File: src/rtl/ialm_log_encode_stage_if.sv
// Handshake bundle for the log-encode stage: operand input side and log-word output side.
interface ialm_log_encode_stage_if #(
    parameter int WIDTH = 8
);
    logic             in_valid;
    logic             in_ready;
    logic [WIDTH-1:0] in_a;
    logic [WIDTH-1:0] in_b;
    logic             out_valid;
    logic             out_ready;
    logic [15:0]      log_a;
    logic [15:0]      log_b;
    logic             c0_o;
    logic             zero_o;

    modport master (
        output in_valid, in_a, in_b, out_ready,
        input  in_ready, out_valid, log_a, log_b, c0_o, zero_o
    );

    modport slave (
        input  in_valid, in_a, in_b, out_ready,
        output in_ready, out_valid, log_a, log_b, c0_o, zero_o
    );
endinterface

File: src/rtl/ialm_log_encode_stage.sv
// Two-stage log-domain encoder (LOD, then normalise/pack) for the approximate log multiplier.
// Optional `define IALM_COMP_EN drives c0_o as a one-LSB Mitchell compensation carry.
module ialm_log_encode_stage #(
    parameter int WIDTH = 8
) (
    input  logic                      clk,
    input  logic                      rst_n,
    ialm_log_encode_stage_if.slave    bus
);

    function automatic logic [3:0] lod_f(input logic [WIDTH-1:0] x);
        logic [3:0] k;
        k = 4'd0;
        for (int i = 0; i < WIDTH; i++) begin
            if (x[i]) begin
                k = 4'(i);
            end
        end
        return k;
    endfunction

    // Left-align the bits below the leading one into the 12-bit fraction field.
    function automatic logic [15:0] pack_f(input logic [WIDTH-1:0] x, input logic [3:0] k,
                                           input logic z);
        logic [WIDTH-1:0] sh;
        logic [11:0]      frac;
        sh   = x << (4'(WIDTH - 1) - k);
        frac = 12'(sh[WIDTH-2:0]) << (13 - WIDTH);
        return z ? 16'h0000 : {k, frac};
    endfunction

    logic             s1_valid_q, s1_valid_d;
    logic [WIDTH-1:0] s1_a_q, s1_a_d, s1_b_q, s1_b_d;
    logic [3:0]       s1_ka_q, s1_ka_d, s1_kb_q, s1_kb_d;
    logic             s1_za_q, s1_za_d, s1_zb_q, s1_zb_d;
    logic             s2_valid_q, s2_valid_d;
    logic [15:0]      log_a_q, log_a_d, log_b_q, log_b_d;
    logic             c0_q, c0_d, zero_q, zero_d;
    logic             s1_adv_s, s2_adv_s, s1_load_s;
    logic [15:0]      pack_a_s, pack_b_s;
    logic             zero_s, c0_s;

    // Pipeline advance conditions.
    always_comb begin
        s2_adv_s  = !s2_valid_q || bus.out_ready;
        s1_adv_s  = !s1_valid_q || s2_adv_s;
        s1_load_s = bus.in_valid && s1_adv_s;
    end

    // Stage 1 next state: capture operands, leading-one index and zero flags.
    always_comb begin
        s1_valid_d = s1_valid_q;
        s1_a_d     = s1_a_q;
        s1_b_d     = s1_b_q;
        s1_ka_d    = s1_ka_q;
        s1_kb_d    = s1_kb_q;
        s1_za_d    = s1_za_q;
        s1_zb_d    = s1_zb_q;
        if (s1_adv_s) begin
            s1_valid_d = bus.in_valid;
        end else begin
            s1_valid_d = s1_valid_q;
        end
        if (s1_load_s) begin
            s1_a_d  = bus.in_a;
            s1_b_d  = bus.in_b;
            s1_ka_d = lod_f(bus.in_a);
            s1_kb_d = lod_f(bus.in_b);
            s1_za_d = (bus.in_a == {WIDTH{1'b0}});
            s1_zb_d = (bus.in_b == {WIDTH{1'b0}});
        end else begin
            s1_a_d  = s1_a_q;
            s1_b_d  = s1_b_q;
        end
    end

    // Stage 2 datapath: normalise, pack and derive the zero/carry flags.
    always_comb begin
        pack_a_s = pack_f(s1_a_q, s1_ka_q, s1_za_q);
        pack_b_s = pack_f(s1_b_q, s1_kb_q, s1_zb_q);
        zero_s   = s1_za_q || s1_zb_q;
`ifdef IALM_COMP_EN
        c0_s     = !zero_s && (pack_a_s[11:0] != 12'h000) && (pack_b_s[11:0] != 12'h000);
`else
        c0_s     = 1'b0;
`endif
    end

    // Stage 2 next state: outputs only move when the downstream side lets them.
    always_comb begin
        s2_valid_d = s2_valid_q;
        log_a_d    = log_a_q;
        log_b_d    = log_b_q;
        c0_d       = c0_q;
        zero_d     = zero_q;
        if (s2_adv_s) begin
            s2_valid_d = s1_valid_q;
            if (s1_valid_q) begin
                log_a_d = pack_a_s;
                log_b_d = pack_b_s;
                c0_d    = c0_s;
                zero_d  = zero_s;
            end else begin
                log_a_d = log_a_q;
            end
        end else begin
            s2_valid_d = s2_valid_q;
        end
    end

    // Pipeline registers; reset discards every in-flight entry.
    always_ff @(posedge clk or negedge rst_n) begin
        if (!rst_n) begin
            s1_valid_q <= 1'b0;
            s1_a_q     <= {WIDTH{1'b0}};
            s1_b_q     <= {WIDTH{1'b0}};
            s1_ka_q    <= 4'd0;
            s1_kb_q    <= 4'd0;
            s1_za_q    <= 1'b0;
            s1_zb_q    <= 1'b0;
            s2_valid_q <= 1'b0;
            log_a_q    <= 16'h0000;
            log_b_q    <= 16'h0000;
            c0_q       <= 1'b0;
            zero_q     <= 1'b0;
        end else begin
            s1_valid_q <= s1_valid_d;
            s1_a_q     <= s1_a_d;
            s1_b_q     <= s1_b_d;
            s1_ka_q    <= s1_ka_d;
            s1_kb_q    <= s1_kb_d;
            s1_za_q    <= s1_za_d;
            s1_zb_q    <= s1_zb_d;
            s2_valid_q <= s2_valid_d;
            log_a_q    <= log_a_d;
            log_b_q    <= log_b_d;
            c0_q       <= c0_d;
            zero_q     <= zero_d;
        end
    end

    assign bus.in_ready  = s1_adv_s;
    assign bus.out_valid = s2_valid_q;
    assign bus.log_a     = log_a_q;
    assign bus.log_b     = log_b_q;
    assign bus.c0_o      = c0_q;
    assign bus.zero_o    = zero_q;

endmodule
File: src/flat_wrapper.sv
// flat-port wrapper written by rule: the top's interface ports become plain ports
module ialm_log_encode_stage_flat 
#(
    parameter int WIDTH = 8
)
  (clk, rst_n, bus_in_valid, bus_in_a, bus_in_b, bus_out_ready, bus_in_ready, bus_out_valid, bus_log_a, bus_log_b, bus_c0_o, bus_zero_o);
  ialm_log_encode_stage_if #(.WIDTH(WIDTH)) bus_i ();
  input  logic clk;
  input  logic rst_n;
  input wire logic [$bits(bus_i.in_valid)-1:0] bus_in_valid;
  input wire logic [$bits(bus_i.in_a)-1:0] bus_in_a;
  input wire logic [$bits(bus_i.in_b)-1:0] bus_in_b;
  input wire logic [$bits(bus_i.out_ready)-1:0] bus_out_ready;
  output wire logic [$bits(bus_i.in_ready)-1:0] bus_in_ready;
  output wire logic [$bits(bus_i.out_valid)-1:0] bus_out_valid;
  output wire logic [$bits(bus_i.log_a)-1:0] bus_log_a;
  output wire logic [$bits(bus_i.log_b)-1:0] bus_log_b;
  output wire logic [$bits(bus_i.c0_o)-1:0] bus_c0_o;
  output wire logic [$bits(bus_i.zero_o)-1:0] bus_zero_o;
  assign bus_i.in_valid = bus_in_valid;
  assign bus_i.in_a = bus_in_a;
  assign bus_i.in_b = bus_in_b;
  assign bus_i.out_ready = bus_out_ready;
  assign bus_in_ready = bus_i.in_ready;
  assign bus_out_valid = bus_i.out_valid;
  assign bus_log_a = bus_i.log_a;
  assign bus_log_b = bus_i.log_b;
  assign bus_c0_o = bus_i.c0_o;
  assign bus_zero_o = bus_i.zero_o;
  ialm_log_encode_stage #(.WIDTH(WIDTH)) u_core (.clk(clk), .rst_n(rst_n), .bus(bus_i));
endmodule
File: config.mk
export PLATFORM = sky130hd
export DESIGN_NAME = ialm_log_encode_stage_flat
export DESIGN_NICKNAME = d
export VERILOG_FILES = /design/src/rtl/ialm_log_encode_stage_if.sv /design/src/rtl/ialm_log_encode_stage.sv /design/src/flat_wrapper.sv
export SDC_FILE = /design/constraint.sdc
export NUM_CORES = 1
export LEC_CHECK = 0
export ABC_AREA = 0
export BUFFER_PORTS_ARGS = -buffer_cell sky130_fd_sc_hd__clkbuf_2
export CAP_MARGIN = 10
export CORE_ASPECT_RATIO = 0.6
export CORE_UTILIZATION = 57
export CTS_CLUSTER_SIZE = 12
export DETAILED_ROUTE_END_ITERATION = 8
export HOLD_SLACK_MARGIN = 0.08
export PLACE_DENSITY_LB_ADDON = 0.3
export REMOVE_ABC_BUFFERS = 1
export SLEW_MARGIN = 5
export SYNTH_ARGS = -nofsm -noshare
export SYNTH_HDL_FRONTEND = slang
export SYNTH_SLANG_ARGS = --single-unit
File: constraint.sdc
create_clock -name clk -period 3.3 [get_ports clk]
set_input_delay 0.66 -clock clk [delete_from_list [all_inputs] [get_ports clk]]
set_output_delay 0.66 -clock clk [all_outputs]
set_load 0.05 [all_outputs]
==> metrics.md, run 1 <==
| Metric | Value |
|---|---|
| Setup repair bufs after CTS | 0 |
| Violation count after the first detailed-routing iteration | about 110 |
| Arrival @ worst endpoint | between 2 and 2.5 ns |
| Tightest Pin Transition | around 1.1 ns |
| Placed instance count | roughly 300 |
| Rows | 17 |
| Leakage power summed over all cells | between 0.001 and 0.0015 uW |
| Area of the die | roughly 4200 um2 |
| Detailed-route via count | about 1,700 |
| Top flip-flop cell by instance count after synthesis | dfrtp_1 |
| CTS Hold Buffers Added | 0 |
| Biggest cell delay along the critical path | 0.76 ns |
| Max FO, Critical Path | 30 |
| Final Hold Violating Endpoints | 0 |
| IR Drop Worst-Case VDD | roughly 450 uV |
| Post-route DRC violation count | 0 |
| Post-synthesis instance total | between 200 and 250 |
| Number of CTS-inserted buffers | 5 |
| Die height | between 50 and 60 um |
| Root Driver | clkbuf_8 |
| Number of library cell types mapped by synthesis | 37 |
| Part of the Yosys area used for sequential elements | 50.4% |
| Grt peak-use layer | met1 |
| Routed length per placed instance | approximately 15 um |
| Buffers from clock root to sink, at most | 2 |
| Maximum clock rate | 506 MHz |
| Finished Cell Area | 2520 um2 |
| Finish-stage setup viols | 0 |
| Pin count of the biggest net entering global routing | 46 |
| Clock-pin transition on the worst setup and hold timing paths | roughly 0.08 ns |
| Crit Path Category | in2reg |
| Yosys Warn Count | 0 |
| Max-slew violation count | 0 |
| Setup repair after global routing missed its margin | no |
| Time the final worst path needs with I/O delays and setup | around 2.0 ns |
| Path category of the worst min-delay check | reg2reg |
| Share of synthesized registers carrying an async set or reset | 100% |
| Most used cells in the layout excluding fill and tap cells | dfrtp_1, clkbuf_2, nand2_1, o21ai_0, mux2_2 |
| Overall routing resource usage | between 20% and 30% |
| Final RePlAce weighted congestion | around 0.9 |
| TritonCTS clock tree | yes |
| Headroom to the max-slew limit | about 28% |
| Overall power consumption | around 1700 uW |
| Worst Skew | between 0.005 and 0.006 ns |
| Starting density of the core | slightly above 60% |
| Boundary pin count | 56 |
| Number of nets in the final layout | between 200 and 300 |
| Worst path buffer plus inverter count | 1 |
| Total half-perimeter wirelength after legalization and detailed placement | 3310 um |
| Vias in the first global route | ~1,400 |
| Met2 usage | ~29% |
| Non-filler cells in the finished layout | approximately 310 |
| Critical Path Source Type | primary input |
| Number of buffers added on ports | 42 |
| Global-route wire length before repair | roughly 7300 um |
| Met3 track demand over resource | under 10% |
| Final worst path period share | 59.9% |
| Count of state elements after synthesis | between 40 and 50 |
| Clock Latency Late Sink | around 0.30 ns |
| Total of cells resized after clock tree synthesis | 0 |
| Setup TNS | 0 ns |
| CP Capture Type | flop |
| Wire length after detailed routing | roughly 4500 um |
| Via density per instance | 5.40 |
| Power density of the placed cells | about 690 nW/um2 |
| Max-cap violation count | 0 |
| EDFF count, synth | 0 |
| CP Cell Sequence | clkbuf_2 > nand3b_1 > nand2_1 > mux2_2 |
| Syn-to-layout area delta | 12.9% |
| Count of antenna-violating nets left after detailed routing | 0 |
| Met1 usage | between 30% and 40% |
| Core area | ~3700 um2 |
| Post-Synthesis Cell Area | around 2200 um2 |
| Standard cell area after detailed placement | 2400 um2 |
| CP max-delay cell | nand2_1 |
| TritonCTS sink count | 45 |
| Total congestion overflow after global routing | 0 |
| Status | complete, no violations |
| Initial DRT Pass Iterations | 5 |
| Number of antenna cells inserted | 0 |
| Critical Path RT | between 3 and 4 ns |
| Die span in x | around 83 um |
| Antenna violations before repair | 0 |
| Mapped Avg Cell Area | 9.98 um2 |
| Total number of H-tree levels | 2 |
| Fill count | 292 |
| Most frequent standard cell in the layout excluding fill and tap cells | dfrtp_1 |
| Share of final-layout standard cells stronger than drive strength 1 | 26.7% |
| Family with the most delay on the worst path | simple AND/OR/NAND/NOR gates |
-- routing by layer --
layer  part of all wire [%]  up-vias  wire length [um]
li1                       -      824                 -
met1                     53      771              2390
met2                     39       66              1740
met3                    6.9        9               311
met4                    1.1        0                51
met5                      0        -                 0
-- cells by family (layout without fill, tap and decap cells) --
| kind of cell | Yosys count | in the layout | share of synthesized area, % |
|---|---|---|---|
| simple gates | 75 | 75 | 16.2 |
| compound gates | 47 | 47 | 13.0 |
| flops | 45 | 45 | 50.4 |
| buf+inv | 30 | 56 | 7.72 |
| mux | 26 | 26 | 12.5 |
| other cells | 1 | 13 | 0.168 |
-- worst paths after layout --
| path | to | cells past startpoint | from | slack, ns |
|---|---|---|---|---|
| max in group asynchronous | u_core.bus.out_valid$_DFFE_PN0P_ | 1 | rst_n | 2.10 |
| worst min register to register | u_core.bus.log_b[7]$_DFFE_PN0P_ | 2 | u_core.bus.log_b[7]$_DFFE_PN0P_ | 0.47 |
| worst min-delay path | u_core.bus.log_b[7]$_DFFE_PN0P_ | 2 | u_core.bus.log_b[7]$_DFFE_PN0P_ | 0.47 |
| min in group asynchronous | u_core.bus.log_a[11]$_DFFE_PN0P_ | 1 | rst_n | 0.55 |
| worst max register to register | u_core.s1_kb_q[1]$_DFFE_PN0P_ | 4 | u_core.s1_valid_q$_DFFE_PN0P_ | 1.38 |
| worst max-delay path | u_core.s1_b_q[1]$_DFFE_PN0P_ | 4 | bus_out_ready | 1.32 |
-- area by class of cell --
type | instances | area [um2] | area share (%)
inverters | 5 | 18.8 | 0.744
well taps | 47 | 58.8 | 2.33
clock buffers | 6 | 82.6 | 3.27
clock inverters | 2 | 37.5 | 1.49
multi-input cells | 161 | 982 | 38.9
repair buffers | 43 | 218 | 8.63
flip-flops and latches | 45 | 1130 | 44.6
-- registers in the layout, indices dropped and copies added, names as in the netlist --
signal	cells
u_core.bus.log_a	10
u_core.bus.log_b	10
u_core.s1_a_q	7
u_core.s1_b_q	7
u_core.s1_ka_q	3
u_core.s1_kb_q	3
u_core.bus.out_valid	1
u_core.bus.zero_o	1
u_core.s1_valid_q	1
u_core.s1_za_q	1
u_core.s1_zb_q	1
-- report_power, final --
group,switching (uW),internal (uW)
Clock,189,246
Combinational,405,160
Sequential,87.0,645
-- metrics by stage --
| step | hold slack, ns | util [%] | setup slack, ns |
|---|---|---|---|
| 2_1_floorplan | 0.364 | - | 0.805 |
| 3_3_place_gp | 0.456 | 64.9 | 1.07 |
| 3_5_place_dp | 0.462 | 64.9 | 1.02 |
| 4_1_cts | 0.481 | 68.2 | 1.33 |
| 5_1_grt | 0.495 | 68.2 | 1.15 |
| 6_report | 0.470 | 68.2 | 1.32 |
-- worst reg2reg max path, cell delays in order, from the launching register on --
cell,delay (ns)
dfrtp_1,0.41
nand3b_1,0.19
nand2_1,0.59
nor4_1,0.51
a21oi_1,0.08
-- Yosys cell counts, drive strengths merged, types with 4 or more instances --
cell type / instances / area share (%)
dfrtp: 45 / 50
o21ai: 18 / 4.2
nand2b: 9 / 2.5
inv: 5 / 0.84
buf: 17 / 5.5
nor2: 9 / 1.5
clkbuf: 8 / 1.3
o31ai: 4 / 1.3
a21oi: 10 / 2.2
mux2i: 10 / 4.5
nand2: 39 / 6.9
mux2: 16 / 8.1
No activity file was read; power rests on OpenSTA's default activity.
==> inputs of run 2 (changes only) <==
--- a/config.mk
+++ b/config.mk
@@ -9,7 +9,7 @@
 export BUFFER_PORTS_ARGS = -buffer_cell sky130_fd_sc_hd__clkbuf_2
 export CAP_MARGIN = 10
 export CORE_ASPECT_RATIO = 0.6
-export CORE_UTILIZATION = 57
+export CORE_UTILIZATION = 53
 export CTS_CLUSTER_SIZE = 12
 export DETAILED_ROUTE_END_ITERATION = 8
 export HOLD_SLACK_MARGIN = 0.08
==> constraint.sdc (replaced) <==
create_clock -name clk -period 1.9 [get_ports clk]
set_input_delay 0.38 -clock clk [delete_from_list [all_inputs] [get_ports clk]]
set_output_delay 0.38 -clock clk [all_outputs]
set_load 0.05 [all_outputs]
==> run 2 against run 1 <==
  * Setup slack got worse by 1.1 ns
  * Sequential power up 73%
  * Die area is 7.3% higher
  * Register-to-register slack worse by 1.1 ns
  * Hold slack worse by 0.13 ns
  * Critical path depth is 2 lower
  * Clock power up 72%
  * Combinational power grew 79%
  * Total power increased by 75%
==> metrics.md, run 2 (synthesis gave the netlist of run 1 again) <==
| Metric | Value |
|---|---|
| Min Hold Slack | 0.338 ns (-0.132 ns) |
| Critical Path Source Type | flop |
| Post-Place Setup Slack | 0.344 ns (-0.673 ns) |
| Setup TNS | 0 ns (unchanged) |
| Post-route DRC violation count | 0 (unchanged) |
| Root Driver | clkbuf_8 |
| Count of antenna-violating nets left after detailed routing | 0 (unchanged) |
| Critical Path RT | 1.52 ns (-1.97 ns) |
| Overall routing resource usage | 23.6% (+0.50 points) |
| Die height | 52.3 um (+3.6%) |
| Depth of the worst register-to-register path | 5 (+1) |
| IR Drop Worst-Case VDD | 576 uV (+28%) |
| Final worst path period share | between 80% and 90% |
| Most frequent standard cell in the layout excluding fill and tap cells | dfrtp_1 |
| Crit Path Category | reg2out |
| Origin of the critical flop-to-flop path | u_core.s1_valid_q$_DFFE_PN0P_ |
| TritonCTS sink count | 45 (unchanged) |
| Number of CTS-inserted buffers | 5 (unchanged) |
| Setup repair bufs after CTS | 0 (unchanged) |
| Clock Latency Late Sink | 0.30 ns (about the same) |
| Area of the die | 4490 um2 (+7.3%) |
| Worst Skew | 0.00318 ns (-0.00194 ns) |
| Non-filler cells in the finished layout | 325 (+5.2%) |
| Initial DRT Pass Iterations | 4 (-1) |
| Starting density of the core | 58.1% (-2.3 points) |
| Rows | 17 (unchanged) |
| Final Hold Violating Endpoints | 0 (unchanged) |
| Violation count after the first detailed-routing iteration | 123 (+14%) |
| Worst-case hold path end point | u_core.s1_a_q[2]$_DFFE_PN0P_ |
| Setup slack of the most critical reg-to-reg path | 0.31 ns (-1.07 ns) |
| Buffers from clock root to sink, at most | 2 (unchanged) |
| Final setup slack of the worst path | 0.265 ns (-1.06 ns) |
| Instance count along the most critical hold path | 2 (unchanged) |
| Placed instance count | 316 (+5.0%) |
| Tightest Pin Transition | 0.541 ns (-0.541 ns) |
| Max-slew violation count | 0 (unchanged) |
| Sequential cell area | 1130 um2 (unchanged) |
| Finish-stage setup viols | 0 (unchanged) |
| Die span in x | 85.9 um (+3.6%) |
| Most used cells in the layout excluding fill and tap cells | dfrtp_1, clkbuf_2, nand2_1, o21ai_0, mux2_2 |
| CP Capture Type | primary output |
| Boundary pin count | 56 (unchanged) |
| Worst hold start | bus_in_a[2] |
| Wire length after detailed routing | 4610 um (+2.7%) |
| Leakage power summed over all cells | 0.00128 uW (+2.7%) |
| Headroom to the max-slew limit | 63.9% (+36 points) |
| Maximum clock rate | slightly above 600 MHz |
| Routed length per placed instance | 14.2 um (-2.4%) |
| Vias in the first global route | 1,550 (+9.2%) |
| Path category of the worst min-delay check | in2reg |
| Pin count of the biggest net entering global routing | 31 (-33%) |
| Number of nets in the final layout | 287 (+2.1%) |
| Status | complete, no violations |
| Final RePlAce weighted congestion | 0.843 (-3.6%) |
| Share of final-layout standard cells stronger than drive strength 1 | 27.6% (+0.89 points) |
| Worst Setup SP | u_core.s1_valid_q$_DFFE_PN0P_ |
| Total congestion overflow after global routing | 0 (unchanged) |
| Number of antenna cells inserted | 0 (unchanged) |
| Total number of H-tree levels | 2 (unchanged) |
| Global-route wire length before repair | 7720 um (+6.0%) |
| Core area | 3850 um2 (+4.0%) |
| Total half-perimeter wirelength after legalization and detailed placement | 3420 um (+3.3%) |
| Max FO, Critical Path | 5 (-83%) |
| Detailed-route via count | 1,760 (+5.4%) |
| TritonCTS clock tree | yes |
| Number of buffers added on ports | 42 (unchanged) |
| Clock-pin transition on the worst setup and hold timing paths | 0.08 ns (about the same) |
| Arrival @ worst endpoint | 1.26 ns (-0.90 ns) |
| Area of the multi-input gates | 982 um2 (unchanged) |
| Fill count | 329 (+13%) |
| Power density of the placed cells | 1170 nW/um2 (+70%) |
| Worst reg2reg endpoint | u_core.s1_kb_q[1]$_DFFE_PN0P_ |
| Setup repair after global routing missed its margin | no |
| Max-cap violation count | 0 (unchanged) |
| Overall power consumption | 3020 uW (+75%) |
| Via density per instance | 5.42 (+0.20%) |
| Time the final worst path needs with I/O delays and setup | between 1.5 and 2 ns |
| Total of cells resized after clock tree synthesis | 0 (unchanged) |
| Antenna violations before repair | 0 (unchanged) |
| CTS Hold Buffers Added | 1 (+1) |
| Syn-to-layout area delta | 15.9% |
## run 2: changes by cell type in the layout (fill, tap and decap cells not counted), sizes merged
cell         previous run  this run
buf                     1         6
clkbuf                 48        49
clkinvlp                1         0
dlygate4sd3             0         1
## run 2: critical path: stages, from the launching register on
cell and delay [ns]:
dfrtp_1 0.41, nand3b_1 0.21, clkbuf_2 0.33
## run 2: layer usage
layer | vias to the layer above | global-route usage (%) | part of all wire (%)
li1 | 835 | - | -
met1 | 823 | 36.2 | 52
met2 | 100 | 31.5 | 37
met3 | 2 | 7.56 | 9.7
met4 | 0 | 6.94 | 0.46
met5 | - | 0 | 0
## run 2: worst max-delay path by stage
| stage | to | slack [ns] |
|---|---|---|
| after global routing | u_core.bus.log_b[11]$_DFFE_PN0P_ | 0.19 |
| final | bus_in_ready | 0.26 |
| after CTS | bus_in_ready | 0.26 |
| after floorplan | u_core.s1_a_q[0]$_DFFE_PN0P_ | -0.59 |
| after global placement | u_core.s1_a_q[5]$_DFFE_PN0P_ | 0.33 |
| after detailed placement | u_core.s1_a_q[5]$_DFFE_PN0P_ | 0.34 |
## run 2: cell type report
type | count | share of cell area [%]
multi-input combinational | 161 | 37.9
clock inverter | 1 | 1.16
clock buffer | 7 | 3.33
sequential | 45 | 43.4
timing repair buffer | 49 | 10.7
inverter | 5 | 0.724
tap | 57 | 2.75
## run 2: stage by stage
stage          utilization (%)  area [um2]
2_1_floorplan                -        2130
5_1_grt                   67.3        2590
6_report                  67.3        2590
3_3_place_gp              64.1        2470
3_5_place_dp              64.1        2470
4_1_cts                   67.3        2590
## run 2: power by group
group	internal (uW)	switching [uW]	total (uW)
registers	1120	146	1270
clock network	429	319	748
logic	293	715	1010
total	1840	1180	3020
==> inputs of run 3 (changes only) <==
--- a/config.mk
+++ b/config.mk
@@ -6,13 +6,14 @@
 export NUM_CORES = 1
 export LEC_CHECK = 0
 export ABC_AREA = 0
-export BUFFER_PORTS_ARGS = -buffer_cell sky130_fd_sc_hd__clkbuf_2
 export CAP_MARGIN = 10
 export CORE_ASPECT_RATIO = 0.6
-export CORE_UTILIZATION = 53
+export CORE_UTILIZATION = 62
 export CTS_CLUSTER_SIZE = 12
 export DETAILED_ROUTE_END_ITERATION = 8
+export DONT_BUFFER_PORTS = 1
 export HOLD_SLACK_MARGIN = 0.08
+export MAX_ROUTING_LAYER = met4
 export PLACE_DENSITY_LB_ADDON = 0.3
 export REMOVE_ABC_BUFFERS = 1
 export SLEW_MARGIN = 5
==> run 3 against run 2 <==
  * Total power fell by 8.7%
  * Maximum frequency up 8.0%
  * Die area down 14%
  * Count of clock-buffer cells in the layout unchanged
  * Via count down 7.8%
  * Sequential power grew 29%
  * Critical path type is now reg2reg
  * Critical endpoint is now u_core.bus.log_b[10]$_DFFE_PN0P_
  * Highest routed layer unchanged
==> metrics.md, run 3 (synthesis gave the netlist of run 1 again) <==
| Metric | Value |
|---|---|
| Initial DRT Pass Iterations | 4 (unchanged) |
| Number of CTS-inserted buffers | 5 (unchanged) |
| Placed instance count | 263 (-17%) |
| Routed length per placed instance | 17.0 um (+20%) |
| Fill count | 234 (-29%) |
| Number of antenna cells inserted | 0 (unchanged) |
| CP Capture Type | flop |
| Total congestion overflow after global routing | 0 (unchanged) |
| Non-filler cells in the finished layout | 272 (-16%) |
| Final RePlAce weighted congestion | 0.864 (+2.6%) |
| Worst path buffer plus inverter count | 0 (-1) |
| Reg power frac | 59.5% (+18 points) |
| Final worst path period share | 79.7% (-6.3 points) |
| Post-route DRC violation count | 0 (unchanged) |
| CP max-delay cell | dfrtp_1 |
| Most frequent standard cell in the layout excluding fill and tap cells | dfrtp_1 |
| Status | complete, no violations |
| Crit Path Category | reg2reg |
| TritonCTS clock tree | yes |
| Die height | 48.5 um (-7.3%) |
| Pin count of the biggest net entering global routing | 46 (+48%) |
| Headroom to the max-slew limit | 66.0% (+2.1 points) |
| Critical Path RT | 2.09 ns (+0.57 ns) |
| Depth of the worst register-to-register path | 4 (-1) |
| Total half-perimeter wirelength after legalization and detailed placement | 3400 um (-0.62%) |
| Worst reg2reg endpoint | u_core.bus.log_b[10]$_DFFE_PN0P_ |
| IR Drop Worst-Case VDD | 765 uV (+33%) |
| Time the final worst path needs with I/O delays and setup | 1.51 ns (-0.121 ns) |
| Die span in x | 79.5 um (-7.4%) |
| Power density of the placed cells | 1170 nW/um2 (+0.31%) |
| Max-cap violation count | 0 (unchanged) |
| Relative contribution of the clock network to total power | 21.6% (-3.1 points) |
| Switching Share | 41.3% (+2.2 points) |
| Biggest cell delay along the critical path | 0.58 ns (+0.17 ns) |
| Clock Latency Late Sink | 0.30 ns (about the same) |
| Via density per instance | 5.97 (+10%) |
| Setup repair after global routing missed its margin | no |
| Number of buffers added on ports | 0 (-100%) |
| Maximum clock rate | 660 MHz (+8.0%) |
| Syn-to-layout area delta | 5.54% |
| Sequential cell area | 1130 um2 (unchanged) |
| Core area | 3340 um2 (-13%) |
| Clock-pin transition on the worst setup and hold timing paths | 0.08 ns (about the same) |
| Total number of H-tree levels | 2 (unchanged) |
| Count of antenna-violating nets left after detailed routing | 0 (unchanged) |
| Tightest Pin Transition | 0.510 ns (-0.0308 ns) |
| Fraction of power consumed by combinational cells | 18.9% (-14 points) |
| Final Hold Violating Endpoints | 0 (unchanged) |
| Arrival @ worst endpoint | 1.70 ns (+0.44 ns) |
| Rows | 16 (-1) |
| Setup repair bufs after CTS | 0 (unchanged) |
| Leakage power summed over all cells | 0.00110 uW (-14%) |
| TritonCTS sink count | 45 (unchanged) |
| Max-slew violation count | 0 (unchanged) |
| CTS Hold Buffers Added | 2 (+1) |
| Family with the most delay on the worst path | flip-flops |
| Most used cells in the layout excluding fill and tap cells | dfrtp_1, nand2_1, o21ai_0, mux2_2, conb_1 |
| Number of nets in the final layout | 247 (-14%) |
| Violation count after the first detailed-routing iteration | 138 (+12%) |
| Area of the multi-input gates | 982 um2 (unchanged) |
| Max FO, Critical Path | 10 (+5) |
| Global-route wire length before repair | 7330 um (-5.1%) |
| Path category of the worst min-delay check | in2reg |
| Vias in the first global route | 1,486 (-4.1%) |
| Boundary pin count | 56 (unchanged) |
| Worst-case hold path end point | u_core.s1_valid_q$_DFFE_PN0P_ |
| Root Driver | clkbuf_8 |
| Starting density of the core | 66.9% (+8.8 points) |
| Origin of the critical flop-to-flop path | u_core.s1_kb_q[0]$_DFFE_PN0P_ |
| Total of cells resized after clock tree synthesis | 0 (unchanged) |
| Critical Path Source Type | flop |
| Internal portion of total power | 1620 uW (-12%) |
| Wire length after detailed routing | 4630 um (+0.37%) |
| Instance count along the most critical hold path | 1 (-1) |
| Antenna violations before repair | 0 (unchanged) |
| Setup slack of the most critical reg-to-reg path | 0.39 ns (+0.08 ns) |
| Overall power consumption | 2760 uW (-8.7%) |
| Buffers from clock root to sink, at most | 2 (unchanged) |
| Share of final-layout standard cells stronger than drive strength 1 | 14.5% (-13 points) |
| Finish-stage setup viols | 0 (unchanged) |
| Worst Skew | 0.00657 ns (+0.00339 ns) |
| Area of the die | 3860 um2 (-14%) |
| Overall routing resource usage | 26.6% (+2.9 points) |
| Worst hold start | bus_in_valid |
| CP Cell Sequence | mux2_2 > nand2_1 > o221ai_1 > a22o_1 |
| Switch Pwr | 1140 uW (-3.5%) |
| Detailed-route via count | 1,623 (-7.8%) |
## run 3: changes by cell type in the layout (fill, tap and decap cells not counted)
cell	previous run	this run
buf_12	1	0
buf_16	0	1
buf_4	5	7
bufinv_16	1	0
clkbuf_2	42	0
## run 3: stage by stage
stage                     setup TNS [ns]  utilization (%)  instance area, um2  hold slack, ns  worst slack, ns
after global routing                   0             70.6                2360           0.193            0.221
after floorplan                   -11.07                -                2130          0.0844           -0.595
final                                  0             70.6                2360           0.181            0.385
after global placement                 0             66.9                2240          0.0853            0.464
after CTS                              0             70.6                2360           0.181            0.409
after detailed placement               0             66.9                2240          0.0852            0.427
## run 3: final cells by class
class | instances | area share, %
clock buffers | 7 | 3.66
inverters | 5 | 0.795
well taps | 45 | 2.39
multi-input cells | 161 | 41.6
flip-flops and latches | 45 | 47.7
repair buffers | 9 | 3.82
## run 3: worst max path at each step
stage                                                 from  depth (start not counted)                          endpoint  slack, ns
after CTS                 u_core.bus.out_valid$_DFFE_PN0P_                          4   u_core.bus.log_a[6]$_DFFE_PN0P_       0.41
after floorplan           u_core.bus.out_valid$_DFFE_PN0P_                          3      u_core.s1_a_q[0]$_DFFE_PN0P_      -0.59
after detailed placement     u_core.s1_kb_q[0]$_DFFE_PN0P_                          4  u_core.bus.log_b[10]$_DFFE_PN0P_       0.43
after global placement       u_core.s1_ka_q[0]$_DFFE_PN0P_                          4  u_core.bus.log_a[11]$_DFFE_PN0P_       0.46
final                        u_core.s1_kb_q[0]$_DFFE_PN0P_                          4  u_core.bus.log_b[10]$_DFFE_PN0P_       0.39
after global routing      u_core.bus.out_valid$_DFFE_PN0P_                          4   u_core.bus.log_a[6]$_DFFE_PN0P_       0.22
## run 3: power groups by stage
stage / logic [uW] / clock network (uW) / registers [uW]
after detailed placement: 488 / 0 / 1660
after global routing: 575 / 641 / 1660
final: 522 / 595 / 1640
after CTS: 518 / 598 / 1640
after floorplan: 384 / 0 / 1620
after global placement: 471 / 0 / 1650
## run 3: routing by layer
metal | GRT usage [%] | share of wire [%]
met4 | 9.09 | 0.82
met2 | 33.9 | 41
met3 | 9.25 | 10
met1 | 39.0 | 48
met5 | - | 0
